[src/rtl/prime_pkg.sv]
// Shared definitions for the prime scanner: number width and scan FSM states.
package prime_pkg;

   localparam int NUM_W = 32;

   typedef enum logic [1:0] {
      ST_IDLE  = 2'd0,
      ST_SCAN  = 2'd1,
      ST_DRAIN = 2'd2,
      ST_DONE  = 2'd3
   } state_t;

endpackage

[src/rtl/prime_fifo.sv]
// Synchronous FIFO for found primes; a push is accepted when full only if a pop occurs in the same cycle.
module prime_fifo
   import prime_pkg::*;
#(
   parameter int DEPTH = 4
) (
   input  logic             clk,
   input  logic             rst,
   input  logic             push,
   input  logic             pop,
   input  logic [NUM_W-1:0] wdata,
   output logic [NUM_W-1:0] rdata,
   output logic             full,
   output logic             empty
);

   localparam int AW = $clog2(DEPTH);
   localparam logic [AW:0] FULL_CNT = DEPTH[AW:0];

   logic [NUM_W-1:0] mem [DEPTH];
   logic [AW-1:0]    wr_ptr;
   logic [AW-1:0]    rd_ptr;
   logic [AW:0]      count;
   logic             do_pop;
   logic             do_push;

   assign full    = (count == FULL_CNT);
   assign empty   = (count == {(AW+1){1'b0}});
   assign do_pop  = pop && !empty;
   assign do_push = push && (!full || do_pop);
   assign rdata   = mem[rd_ptr];

   // storage array, no reset needed since reads are gated by empty
   always_ff @(posedge clk) begin
      if (do_push) begin
         mem[wr_ptr] <= wdata;
      end
   end

   // pointer and occupancy bookkeeping
   always_ff @(posedge clk) begin
      if (rst) begin
         wr_ptr <= {AW{1'b0}};
         rd_ptr <= {AW{1'b0}};
         count  <= {(AW+1){1'b0}};
      end else begin
         if (do_push) begin
            wr_ptr <= wr_ptr + {{(AW-1){1'b0}}, 1'b1};
         end
         if (do_pop) begin
            rd_ptr <= rd_ptr + {{(AW-1){1'b0}}, 1'b1};
         end
         if (do_push && !do_pop) begin
            count <= count + {{AW{1'b0}}, 1'b1};
         end else if (!do_push && do_pop) begin
            count <= count - {{AW{1'b0}}, 1'b1};
         end
      end
   end

endmodule

[src/rtl/prime_scan.sv]
// Scans [lo,hi] against an external combinational prime checker and streams primes out through a FIFO.
// Optional PRIME_SCAN_SKIP_EVEN_EN: step by 2 over odd candidates (2 still visited when lo<=2).
module prime_scan
   import prime_pkg::*;
#(
   parameter int FIFO_DEPTH = 4
) (
   input  logic             clk,
   input  logic             rst,
   input  logic             start,
   input  logic [NUM_W-1:0] lo,
   input  logic [NUM_W-1:0] hi,
   output logic [NUM_W-1:0] num,
   input  logic             is_prime,
   output logic             out_valid,
   input  logic             out_ready,
   output logic [NUM_W-1:0] out_data,
   output logic             busy,
   output logic             done,
   output logic [NUM_W-1:0] prime_count
);

   state_t           state_r, state_n;
   logic [NUM_W-1:0] num_r, num_n;
   logic [NUM_W-1:0] hi_r, hi_n;
   logic [NUM_W-1:0] cnt_r, cnt_n;
   logic [NUM_W:0]   step_s;
   logic             last_s;
   logic             push_s;
   logic             pop_s;
   logic             fifo_full;
   logic             fifo_empty;

   // next candidate, kept one bit wider so stepping past 0xFFFFFFFF is seen as termination
   always_comb begin
`ifdef PRIME_SCAN_SKIP_EVEN_EN
      if (!num_r[0] || (num_r < 32'd3)) begin
         step_s = {1'b0, num_r} + 33'd1;
      end else begin
         step_s = {1'b0, num_r} + 33'd2;
      end
`else
      step_s = {1'b0, num_r} + 33'd1;
`endif
      last_s = (step_s > {1'b0, hi_r});
   end

   // scan FSM next-state and datapath
   always_comb begin
      state_n = state_r;
      num_n   = num_r;
      hi_n    = hi_r;
      cnt_n   = cnt_r;
      push_s  = 1'b0;
      case (state_r)
         ST_IDLE: begin
            if (start) begin
               cnt_n = 32'd0;
               if (lo <= hi) begin
                  num_n   = lo;
                  hi_n    = hi;
                  state_n = ST_SCAN;
               end else begin
                  state_n = ST_DONE;
               end
            end else begin
               state_n = ST_IDLE;
            end
         end
         ST_SCAN: begin
            if (is_prime && fifo_full && !out_ready) begin
               state_n = ST_SCAN;
            end else begin
               push_s = is_prime;
               if (is_prime) begin
                  cnt_n = cnt_r + 32'd1;
               end else begin
                  cnt_n = cnt_r;
               end
               if (last_s) begin
                  state_n = ST_DRAIN;
               end else begin
                  num_n = step_s[NUM_W-1:0];
               end
            end
         end
         ST_DRAIN: begin
            if (fifo_empty) begin
               state_n = ST_DONE;
            end else begin
               state_n = ST_DRAIN;
            end
         end
         ST_DONE: begin
            state_n = ST_IDLE;
         end
         default: begin
            state_n = ST_IDLE;
         end
      endcase
   end

   // state registers
   always_ff @(posedge clk) begin
      if (rst) begin
         state_r <= ST_IDLE;
         num_r   <= 32'd0;
         hi_r    <= 32'd0;
         cnt_r   <= 32'd0;
      end else begin
         state_r <= state_n;
         num_r   <= num_n;
         hi_r    <= hi_n;
         cnt_r   <= cnt_n;
      end
   end

   assign pop_s = !fifo_empty && out_ready;

   prime_fifo #(.DEPTH(FIFO_DEPTH)) u_fifo (
      .clk   (clk),
      .rst   (rst),
      .push  (push_s),
      .pop   (pop_s),
      .wdata (num_r),
      .rdata (out_data),
      .full  (fifo_full),
      .empty (fifo_empty)
   );

   assign num         = num_r;
   assign prime_count = cnt_r;
   assign out_valid   = !fifo_empty;
   assign busy        = (state_r == ST_SCAN) || (state_r == ST_DRAIN);
   assign done        = (state_r == ST_DONE);

endmodule

[config.mk]
export PLATFORM = sky130hd
export DESIGN_NAME = prime_scan
export DESIGN_NICKNAME = d
export VERILOG_FILES = /design/src/rtl/prime_pkg.sv /design/src/rtl/prime_fifo.sv /design/src/rtl/prime_scan.sv
export SDC_FILE = /design/constraint.sdc
export NUM_CORES = 1
export LEC_CHECK = 0
export ABC_AREA = 1
export CAP_MARGIN = 20
export CORE_UTILIZATION = 60
export DETAILED_ROUTE_END_ITERATION = 6
export PLACE_DENSITY = 0.88
export SLEW_MARGIN = 15
export SYNTH_ARGS = -nofsm -noshare
export SYNTH_HDL_FRONTEND = slang
export SYNTH_SLANG_ARGS = --single-unit
[constraint.sdc]
create_clock -name clk -period 5.2 [get_ports clk]
set_input_delay 1.04 -clock clk [delete_from_list [all_inputs] [get_ports clk]]
set_output_delay 1.04 -clock clk [all_outputs]
set_load 0.05 [all_outputs]
Word-level counts from Yosys, hierarchy flattened
Memory sizes are Yosys's and may differ from the RTL's. A register that Yosys moved wholly into a read port is not among the register bits.
Cells that the tools add are included.
Widths: inputs -> output; s select.
{"block": "word_totals", "ff_bits": 105, "ram_bits": 128, "in_bits": 69, "out_inout_bits": 99, "elab_cells": 70, "mem_count": 1}
{"block": "classes", "n_addsub": 6, "n_lt_le_gt_ge": 2, "n_eq_ne": 10, "n_mux": 23, "n_reduce_logical": 21}
{"name": "u_fifo.mem", "words": 4, "word_bits": 32, "read_ports": 1, "rd_ports_with_merged_regs": 1, "write_ports": 1, "line": "prime_fifo.sv:20", "source": "logic [NUM_W-1:0] mem [DEPTH];"}
{"op": "$mux 32", "n": 7}
{"op": "$pmux 32 s2", "n": 2}
{"op": "$add 32x1->33 const B", "n": 1}
{"op": "$gt 33x32->1", "n": 1}
{"op": "$add 32x1->32 const B", "n": 1}
{"op": "$le 32x32->1", "n": 1}
{"op": "$mux 2", "n": 6}
{"op": "$ne 2x2->1 const B", "n": 5}
{"op": "$pmux 2 s4", "n": 1}
{"op": "$logic_and 1x1->1", "n": 7}
{"op": "$mux 3", "n": 2}
{"op": "$logic_not 1->1", "n": 5}
{"op": "$mux 1", "n": 5}
{"op": "$reduce_and 5->1", "n": 1}
{"op": "$add 2x1->2 const B", "n": 2}
{"op": "$eq 2x2->1 const B", "n": 2}
{"op": "$reduce_and 4->1", "n": 1}
{"op": "$reduce_bool 2->1", "n": 2}
{"op": "$add 3x1->3 const B", "n": 1}
{"op": "$eq 3x3->1 const B", "n": 1}
{"op": "$logic_not 3->1", "n": 1}
{"op": "$ne 3x3->1 const B", "n": 1}
{"op": "$reduce_and 3->1", "n": 1}
{"op": "$sub 3x1->3 const B", "n": 1}
{"op": "3 further kinds", "n": 4}

Logic depth before layout (Yosys ltp)
{"block": "depth", "depth_word": 10, "depth_mapped": 27, "depth_no_buf": 26}

Modules after synthesis
Synthesis repeated with hierarchy kept, for this count alone.
{"block": "hier_totals", "hier_cells": 1507, "hier_area_um2": 12483.2}
{"module": "prime_scan", "instances": 1, "cells_each": 1126, "area_each_um2": 7205.7, "seq_area_each_um2": 1961.9}
{"module": "prime_fifo", "instances": 1, "cells_each": 381, "area_each_um2": 5277.6, "seq_area_each_um2": 4023.9}

Worst setup path before layout
Ideal clock, no wire load.
{"block": "synth_timing", "kind": "register -> register", "start": "reg num_r[0], in the netlist num[0]", "end": "reg num_r[10], in the netlist num[10]", "setup_ps": 113, "arrival_time_ps": 3239, "t_required_ps": 5087, "setup_slack_ps": 1849, "path_stages_with_launch": 27, "path_buffers": 1, "path_cell_list": "dfxtp_1 -> ha_1 -> nand3_1 -> inv_2 -> nand2_2 -> nor2_4 -> nand3_1 -> nor2_1 -> nand2_1 -> nand2_1 -> inv_1 -> ha_1 -> nand2_1 -> inv_1 -> nand2_1 -> nand2_1 -> nand2_1 -> nand2_1 -> nand3_1 -> nand2_1 -> inv_1 -> nand2_1 -> nand3_2 -> nand3_4 -> buf_2 -> nor2_1 -> nor2_1"}
{"block": "synth_via", "elab_chain_len": 4}
{"element": "start: declaration", "line": "prime_scan.sv:24", "source": "logic [NUM_W-1:0] num_r, num_n;"}
{"element": "start signal: assignment", "line": "prime_scan.sv:112", "source": "num_r <= num_n;"}
{"element": "$add 32x1->33 (*)", "line": "prime_scan.sv:43", "source": "step_s = {1'b0, num_r} + 33'd1;"}
{"element": "$gt 33x32->1 or $mux 32 (tied branches)", "line": "prime_scan.sv:45, prime_scan.sv:80"}
{"element": "$ne 2x2->1 (no source line) or $mux 32 (tied branches)"}
{"element": "$reduce_and 5->1 (no source line) or $pmux 32 s2 (tied branches)"}
Every way passes the cells marked *; elsewhere a longest branch is shown, timed or not. The select of a mux whose other input is x is not followed.
A chain may end at the register's enable or synchronous reset.

==> flow_summary.json <==
{
  "ir_drop_uv": 472,
  "synthesis.area_per_instance_um2": 8.04,
  "cts_resized": 0,
  "start_util_pct": 61.0,
  "total_power_w": 0.00756,
  "initial_drt_markers": 858,
  "power_density_mw_per_mm2": 506,
  "cts_made_buffers": 23,
  "die-width_um": 145,
  "dr.pass1.iters": 6,
  "combPwrFrac_pct": 45.4,
  "min_from": "hi_r[5]$_SDFFE_PP0P_",
  "post_synth_num_cell_types": 40,
  "core_mm2": 0.0202,
  "path_class": "flop to output port",
  "worstHoldEndpoint": "hi_r[5]$_SDFFE_PP0P_",
  "cts_sinks": 235,
  "diodes": 0,
  "setup_viols_final": 0,
  "gp_congestion": 0.979,
  "worst_clock_skew_ns": 0.0107,
  "die_height_um": 145,
  "clk_pin_slew_worst_paths_ns": 0.06,
  "netSwitchingFraction_pct": 44.0,
  "syn-num-nets": 1681,
  "worstPathArrival_ns": 3.12,
  "die_area_mm2": 0.0212,
  "grt_pass1_vias": 10600,
  "synthesis.yosys.warnings": 0,
  "slew_violations": 0,
  "detailedPlacementHpwl_um": 23000,
  "drive_gt1_share_pct": 3.86,
  "finalHoldViolations": 0,
  "top_level_ports": 168,
  "result_of_the_run": "completed",
  "clk_latency_ns": 0.51,
  "tritoncts": "built",
  "r2r-start": "num[1]$_SDFFE_PP0P_",
  "detailroute.via_count": 11100,
  "detail_route.wirelength_um": 32100,
  "antenna_found_initial": 0,
  "synth.ff_latch_count": 235,
  "min_period_over_period_pct": 80.0,
  "share_seq_of_total_power_pct": 33.8,
  "cts_setup_buffers": 0,
  "timing.rr.end": "num[1]$_SDFFE_PP0P_",
  "ff2ff_path_depth": 21,
  "p_int_w": 0.00423,
  "gr-usage-all-layers_pct": 30.2,
  "maxSlewHeadroom_pct": 34.5,
  "postSynthCellCount": 1536,
  "core.rowCount": 52,
  "drv_cap": 0,
  "place.port_buffers": 167,
  "timing_worst_slew_pin_value_ns": 0.982,
  "syn_to_final_growth_pct": 20.9,
  "total_neg_setup_slack_ns": 0,
  "layout.nets": 1837,
  "post_cts_hold_buffer_count": 0,
  "critPathCaptureType": "output port",
  "max_fo_critical_path": 33,
  "clock.fmax_mhz": 241,
  "power.net_switching_w": 0.00333,
  "min_delay_path_depth": 2,
  "route.detailed.drc": 0,
  "power.static_leakage_nw": 6.19,
  "synth.cell_area_mm2": 0.0123,
  "fin_crit_period_ns": 4.16,
  "cts.path.max_buffers": 3,
  "regToRegSetupSlack_ns": 1.21,
  "drtAntennaViolNets": 0,
  "grt_start_max_net_pins": 72,
  "holdCritPathClass": "flop to flop",
  "critical_path_required_ns": 4.16,
  "ctsHtreeMaxLevel": 1,
  "grt.overflow.total": 0,
  "critPathLaunchType": "flop",
  "layout_fillers": 1459,
  "root_buffer": "sky130_fd_sc_hd__clkbuf_16",
  "detail_route.wl_per_cell_um": 16.2,
  "avgViaCountPerCell": 5.61,
  "share_of_power_burned_in_the_clock_network_pct": 20.8,
  "rsz0062_at_grt": "no",
  "seq_area_frac_synth_pct": 48.5,
  "grt_pass1_wl_um": 51700
}
## cell usage after synthesis, drive strengths merged
library cell / instances / share of area, %
or2: 1 / 0.051
nor4: 6 / 0.30
fa: 1 / 0.16
a21o: 5 / 0.30
nand3: 37 / 1.7
nor4b: 1 / 0.071
dfxtp: 107 / 17
and3: 1 / 0.051
nand3b: 1 / 0.061
o21a: 4 / 0.24
o22ai: 32 / 1.6
nand4: 22 / 1.1
nor2: 225 / 7.0
and2: 2 / 0.10
edfxtp: 128 / 31
xor2: 17 / 1.2
inv: 204 / 6.2
ha: 75 / 7.6
a211oi: 1 / 0.061
clkbuf: 31 / 0.94
buf: 17 / 0.86
nand2: 344 / 11
o21ai: 149 / 6.1
a2bb2oi: 2 / 0.14
clkinv: 1 / 0.030
a31oi: 6 / 0.30
nor3: 25 / 1.1
a21oi: 91 / 3.7
## power by group through the flow
stage          registers (W)  logic (W)  clock network, W
2_1_floorplan        0.00276    0.00222                 0
3_3_place_gp         0.00256    0.00328                 0
3_5_place_dp         0.00258    0.00338                 0
4_1_cts              0.00254    0.00341           0.00159
5_1_grt              0.00258    0.00375           0.00166
6_report             0.00255    0.00343           0.00157
## cells in the final DEF, fill, tap and decap left out, drive strengths merged, types with 17 or more instances in the layout
| cell type | netlist | final |
|---|---|---|
| a21oi | 91 | 91 |
| clkbuf | 31 | 33 |
| clkdlybuf4s50 | 0 | 167 |
| dfxtp | 107 | 107 |
| edfxtp | 128 | 128 |
| ha | 75 | 75 |
| inv | 204 | 204 |
| nand2 | 344 | 344 |
| nand3 | 37 | 37 |
| nand4 | 22 | 22 |
| nor2 | 225 | 225 |
| nor3 | 25 | 25 |
| o21ai | 149 | 149 |
| o22ai | 32 | 32 |
| xor2 | 17 | 17 |
## cell type report
class / instances / area, µm² / share of cell area (%)
Inverter: 205 / 769 / 5.15
Clock buffer: 33 / 633 / 4.24
Tap cell: 270 / 338 / 2.26
Timing Repair Buffer: 179 / 1760 / 11.8
Sequential cell: 235 / 5990 / 40.1
Multi-Input combinational cell: 1048 / 5380 / 36.0
Clock inverter: 8 / 65.1 / 0.436
## sequential cells by signal, summed over array words and instances (netlist names), named ones only
name	cells
num	32
u_fifo.rd_ptr	2
hi_r	32
u_fifo.count	3
u_fifo.wr_ptr	2
u_fifo.mem	128
state_r	2
prime_count	32
## how the worst max path moves through the flow
stage / startpoint / to / slack, ns / cells after the start
after global placement: hi[31] / num[30]$_SDFFE_PP0P_ / 1.20 / 12
after global routing: flop / out_data[5] / 0.88 / 5
after detailed placement: hi[31] / num[2]$_SDFFE_PP0P_ / 1.03 / 12
final: flop / out_data[12] / 1.04 / 5
after CTS: flop / out_data[12] / 0.98 / 5
after floorplan: num[0]$_SDFFE_PP0P_ / num[10]$_SDFFE_PP0P_ / 1.85 / 26
## per-layer routing
layer,routed length [µm],track usage (%),part of all wire [%]
met5,0,0,0
met4,883,10.1,2.8
met3,2780,4.51,8.7
met2,15200,52.1,48
met1,13200,38.9,41
## metrics by stage
stage | setup slack, ns | hold slack, ns | util (%) | instances | cell area, µm²
after global placement | 1.20 | 0.446 | 70.4 | 1937 | 14200
after detailed placement | 1.03 | 0.458 | 70.4 | 1937 | 14200
after floorplan | 1.85 | 0.435 | - | 1536 | 12300
final | 1.04 | 0.465 | 73.8 | 1978 | 14900
after CTS | 0.978 | 0.467 | 73.8 | 1978 | 14900
after global routing | 0.876 | 0.480 | 73.8 | 1978 | 14900
## worst max-delay path, cell delays in order (launching register included)
cell and delay (ns):
sky130_fd_sc_hd__dfxtp_1 0.30, sky130_fd_sc_hd__buf_4 0.24, sky130_fd_sc_hd__inv_1 0.73, sky130_fd_sc_hd__o21ai_0 0.27, sky130_fd_sc_hd__o22ai_1 0.23, sky130_fd_sc_hd__clkdlybuf4s50_1 0.84
## logic make-up after synthesis
group | synth area share (%)
compound gates | 12.5
buf+inv | 8.04
simple gates | 22.1
flops | 48.5
fa+ha+maj | 7.76
xor+xnor | 1.21
(Power assumes the default switching activity.)
